**src/rtl/div_ctrl_unit.sv**
```systemverilog
// Control FSM for the iterative restoring divider: drives the iteration counter and the
// remainder/quotient datapath, and exposes a go/done/err handshake.
module div_ctrl_unit #(
  parameter int unsigned WIDTH = 4,
  parameter int unsigned CNT_W = 3
) (
  input  logic             clk,
  input  logic             rst,
  input  logic             go,
  input  logic             y_zero,
  input  logic             r_lt_y,
  input  logic             cnt_zero,
  output logic             cnt_ce,
  output logic             cnt_ld,
  output logic             cnt_ud,
  output logic [CNT_W-1:0] cnt_d,
  output logic             ld_xy,
  output logic             shl,
  output logic             r_ld,
  output logic             q_set,
  output logic             done,
  output logic             err,
  output logic [2:0]       cs
);

  typedef enum logic [2:0] {
    StIdle  = 3'd0,
    StLoad  = 3'd1,
    StCheck = 3'd2,
    StShift = 3'd3,
    StCmp   = 3'd4,
    StSub   = 3'd5,
    StTest  = 3'd6,
    StDone  = 3'd7
  } state_e;

  state_e     state_q, state_d;
  logic       err_d;
  logic [6:0] strb_q;

  // Strobe pattern {cnt_ce, cnt_ld, ld_xy, shl, r_ld, q_set, done} for a given state.
  function automatic logic [6:0] decode(state_e s);
    logic [6:0] v;
    v = 7'b0;
    case (s)
      StLoad:  v = 7'b1110000;
      StShift: v = 7'b1001000;
      StSub:   v = 7'b0000110;
      StDone:  v = 7'b0000001;
      default: v = 7'b0;
    endcase
    return v;
  endfunction

  always_comb begin
    state_d = state_q;
    err_d   = err;
    unique case (state_q)
      StIdle:  if (go) state_d = StLoad;
      StLoad: begin
        err_d   = 1'b0;
        state_d = StCheck;
      end
      StCheck: begin
        if (y_zero) begin
          err_d   = 1'b1;
          state_d = StDone;
        end else begin
          state_d = StShift;
        end
      end
      StShift: state_d = StCmp;
      StCmp:   state_d = r_lt_y ? StTest : StSub;
      StSub:   state_d = StTest;
      StTest:  state_d = cnt_zero ? StDone : StShift;
      StDone:  if (!go) state_d = StIdle;
      default: state_d = StIdle;
    endcase
  end

  // Strobes are registered from the next state so they stay pure Moore and glitch-free.
  always_ff @(posedge clk or posedge rst) begin
    if (rst) begin
      state_q <= StIdle;
      err     <= 1'b0;
      strb_q  <= 7'b0;
    end else begin
      state_q <= state_d;
      err     <= err_d;
      strb_q  <= decode(state_d);
    end
  end

  assign {cnt_ce, cnt_ld, ld_xy, shl, r_ld, q_set, done} = strb_q;
  assign cnt_ud = 1'b0;
  assign cnt_d  = CNT_W'(WIDTH);
  assign cs     = state_q;

endmodule

```
**config.mk**
```make
export PLATFORM = sky130hd
export DESIGN_NAME = div_ctrl_unit
export DESIGN_NICKNAME = d
export VERILOG_FILES = /design/src/rtl/div_ctrl_unit.sv
export SDC_FILE = /design/constraint.sdc
export NUM_CORES = 1
export LEC_CHECK = 0
export CELL_PAD_IN_SITES_DETAIL_PLACEMENT = 0
export CELL_PAD_IN_SITES_GLOBAL_PLACEMENT = 1
export CORE_UTILIZATION = 31
export DETAILED_ROUTE_END_ITERATION = 6
export PLACE_DENSITY_LB_ADDON = 0.08
export RECOVER_POWER = 50
export SLEW_MARGIN = 10
export SYNTH_ARGS = -nofsm -noshare
export SYNTH_HDL_FRONTEND = slang
export SYNTH_SLANG_ARGS = --single-unit
```
**constraint.sdc**
```tcl
create_clock -name clk -period 2.25 [get_ports clk]
set_clock_uncertainty 0.2 [all_clocks]
set_input_delay 0.225 -clock clk [delete_from_list [all_inputs] [get_ports clk]]
set_output_delay 0.225 -clock clk [all_outputs]
set_load 0.05 [all_outputs]
```
Word-level counts from Yosys, hierarchy flattened
Cells that the tools add are included.
- flip-flop bits (word level): 11
- input port bits: 6
- output and inout port bits: 15
- logic and storage cells: 27
- equal/unequal tests: 12
- muxes and demuxes: 9
- reductions and logical operators: 3
- operator list (cell ; number):
    case mux 7 bit (4 select lines) ; 1
    case mux 3 bit (8 select lines) ; 1
    == test 3 bit (second input constant) ; 6
    two-way mux 3 bit ; 4
    == test 3 x 2 -> 1 bit (second input constant) ; 3
    == test 3 x 1 -> 1 bit (second input constant) ; 2
    logical NOT 3 bit ; 1
    two-way mux 2 bit ; 1
    inequality test 2 bit (second input constant) ; 1
    case mux 1 bit (2 select lines) ; 1
    AND reduction 2 bit ; 1
    nonzero test 2 bit ; 1
    two-way mux 1 bit ; 1

Depth between registers and ports, before layout
- depth in word-level cells: 4
- mapped depth: 4
- mapped depth without buffers: 3

Least setup slack after synthesis
OpenSTA, ideal clock, no wires.
- kind: register to register
- start point: reg state_q[0] (netlist: cs[0])
- end point: reg strb_q[0]
- setup time: 0.120 ns
- data arrival time: 1.450 ns
- data required time: 1.930 ns
- path slack: 0.480 ns
- cell stages (with the launch flop): 5
- buffers on the path: 1
- clock period less this slack: 1.770 ns
- path through: dfrtp_1 -> buf_6 -> mux2_4 -> a2bb2oi_4 -> and3_1
- word-level cells in the longest chain between the ends: 4
- elaborated cells between the ends (all ways): 16
- classes of those cells: 11 x eq/ne; 4 x mux; 1 x reduce/logical
- RTL lines (what ; RTL line ; RTL):
    start: declaration ; 37 ; state_e state_q, state_d;
    start signal: assignment ; 84 ; state_q <= StIdle;
    start signal: assignment ; 88 ; state_q <= state_d;
    == test 3 bit, or another cell as far along ; 58 ; unique case (state_q)
    case mux 3 bit (8 select lines) * ; 58 ;
    named net state_d[2] ; 37 ;
    == test 3 bit, or another cell as far along ; 45 ; case (s)
    case mux 7 bit (4 select lines) * ; 45 ;
    end signal: assignment ; 90 ; strb_q <= decode(state_d);
    end: declaration ; 39 ; logic [6:0] strb_q;
The timed path passes the listed nets; every way through them passes the cells marked *.
A chain may end at the register's enable or synchronous reset.

Worst setup path in the final report
- start point: reg state_q[1] (netlist: cs[1])
- end point: out cs[1]
- RTL lines (what ; RTL line ; RTL):
    end: declaration ; 23 ; output logic [2:0] cs
No word-level cell between the ends.

==> flow_summary.json <==
{
  "crit_path_start_kind": "flop",
  "ff2ff_path_depth": 4,
  "async_reset_ff_frac": 1.00,
  "crit_arrival_ns": 1.68,
  "synth_area_um2": 490,
  "antenna_found_initial": 0,
  "ctsHoldBuffers": 0,
  "fin_area_um2": 641,
  "clock-sinks": 9,
  "tightest_slew_ns": 0.505,
  "hold_violations": 0,
  "cts_resized": 0,
  "grt_max_degree": 12,
  "critPathMaxStageDelay_ns": 0.87,
  "netlist_instances": 47,
  "rows": 13,
  "rsz0062_at_grt": "no",
  "p_leak_nw": 0.292,
  "clk-insertion-delay-late_ns": 0.25,
  "cts_root_buf": "clkbuf_4",
  "grt_overflow": 0,
  "drtAntennaViolNets": 0,
  "reg2reg_to": "strb_q[5]",
  "r2r-start": "cs[2]",
  "grt_pass1_vias": 368,
  "syn_to_final_growth_pct": 30.6,
  "ys.flop_type": "dfrtp_1",
  "cp.required_ns": 1.82,
  "postSynthAreaPerCell_um2": 10.4,
  "gp_congestion": 0.848,
  "fmax_mhz": 476,
  "placed_area_um2": 618,
  "final_nets": 68,
  "die_x_um": 41.8,
  "path_clk_slew_ns": 0.06,
  "initial_core_util": 0.355,
  "ios": 21,
  "holdWs_ns": 0.167,
  "chipHeight_um": 41.8,
  "synth_top_area_frac": 0.459,
  "cp-end-kind": "output port",
  "drt_drc_violations_left": 0,
  "drv_cap": 0,
  "drive_gt1_frac": 0.131,
  "dpl.hpwl_um": 705,
  "cp_max_fo": 11,
  "timing.setup.critical_path_class": "flop to output port",
  "critPathBufInv": 1,
  "worst_slack_ns": 0.150,
  "rrSetupSlack_ns": 0.69,
  "setup_viol_count_final": 0,
  "ys_top_cells_by_area": "dfrtp_1, buf_4, a2bb2oi_4, nand2_1, mux2i_1",
  "timing.final.crit_period_ns": 2.10,
  "cts_buffers": 3,
  "cts_max_level": 1,
  "status": "completed",
  "ys_types": 22,
  "grt_pass1_wl_um": 1600,
  "ir_drop_v": 0.000645,
  "numPlacedInstances": 72,
  "diodes": 0,
  "ys_warn_count": 0,
  "dieArea_um2": 1750,
  "core_um2": 1380,
  "cts_setup_buffers": 0,
  "post_drt_wl_per_cell_um": 11.5,
  "cp_slowest_cell": "clkdlybuf4s50_1",
  "first_pass_iters": 3,
  "critical_path.top_delay_family": "buffers and inverters",
  "slew_headroom": 0.662,
  "clockBufferDepth": 2,
  "cts_tree": "yes",
  "min_period_over_period": 0.933,
  "place_ws_ns": 0.421,
  "hold_path_class": "input pin to async pin",
  "cp_cell_sequence": "clkdlybuf4s50_1",
  "synth_edf_count": 0,
  "vias": 353,
  "yosysSeqAreaShare": 0.459,
  "drt-vias-per-instance": 4.64,
  "routed_wirelength_um": 871,
  "synth_seq_cells": 9,
  "power_density_nw_per_um2": 1730,
  "track_usage": 0.122,
  "finalSetupTns_ns": 0,
  "final_cells": 76,
  "numPortBuffers": 16,
  "drt_iter0_markers": 5,
  "yosysTopAreaCell": "dfrtp_1",
  "drv_slew": 0
}
## worst max-delay path by stage
| stage | from | end | slack, ns | depth (start not counted) |
|---|---|---|---|---|
| 2_1_floorplan | cs[0] | strb_q[0] | 0.48 | 4 |
| 3_3_place_gp | cs[1] | cs[1] | 0.44 | 1 |
| 3_5_place_dp | cs[0] | cs[0] | 0.42 | 1 |
| 4_1_cts | cs[0] | cs[0] | 0.14 | 1 |
| 5_1_grt | cs[1] | cs[1] | 0.09 | 1 |
| 6_report | cs[1] | cs[1] | 0.15 | 1 |
## power breakdown
group / internal [W] / switching (W)
sequential: 0.000226 / 0.0000720
combinational: 0.000246 / 0.000444
clock: 0.0000682 / 0.0000536
## sequential cells by signal, summed over array words and instances, names as in the netlist
register	count
err	1
strb_q	5
cs	3
## Yosys cell counts, types with 2 or more instances
cell / instances
and3_1: 2
buf_2: 2
buf_4: 6
conb_1: 2
dfrtp_1: 9
inv_1: 2
mux2i_1: 2
nand2_1: 6
o21ai_0: 2
o21ai_1: 2
## cell type report
type,instances,area [µm²]
inverter,3,11.3
clock buffer,4,26.3
sequential,9,225
timing repair buffer,17,164
tap,15,18.8
multi-input combinational,28,195
fill,130,742
## metrics by stage
step                total power, W  utilization
global placement           0.00100        0.447
detailed placement         0.00101        0.447
finish                     0.00111        0.463
CTS                        0.00113        0.466
global route               0.00118        0.463
floorplan                 0.000843            -
## cell families (layout without fill, tap and decap cells)
family / after synthesis / in the layout / synth area share
muxes: 3 / 3 / 0.0714
DFF: 9 / 9 / 0.459
xor gates and xnor gates: 1 / 1 / 0.0179
buffers and inverters: 12 / 24 / 0.158
AOI/OAI and AO/OA: 9 / 9 / 0.166
other: 2 / 4 / 0.0153
and+or+nand+nor: 11 / 11 / 0.112
## placed cells by master (no fill, tap or decap), types with 2 or more instances in the layout
cell and instances:
conb_1 4, clkbuf_4 3, mux2i_1 2, clkdlybuf4s50_1 15, and3_1 2, clkbuf_1 2
dfrtp_1 9, inv_1 2, nand2_1 6, o21ai_0 4
## layer usage
| metal | wire (µm) | track usage | part of all wire |
|---|---|---|---|
| met1 | 385 | 0.137 | 0.44 |
| met2 | 416 | 0.191 | 0.48 |
| met3 | 69 | 0.0348 | 0.079 |
| met5 | 0 | 0 | 0 |
| met4 | 0 | 0.0968 | 0 |
Note: power is estimated with default switching activity, not from simulation.
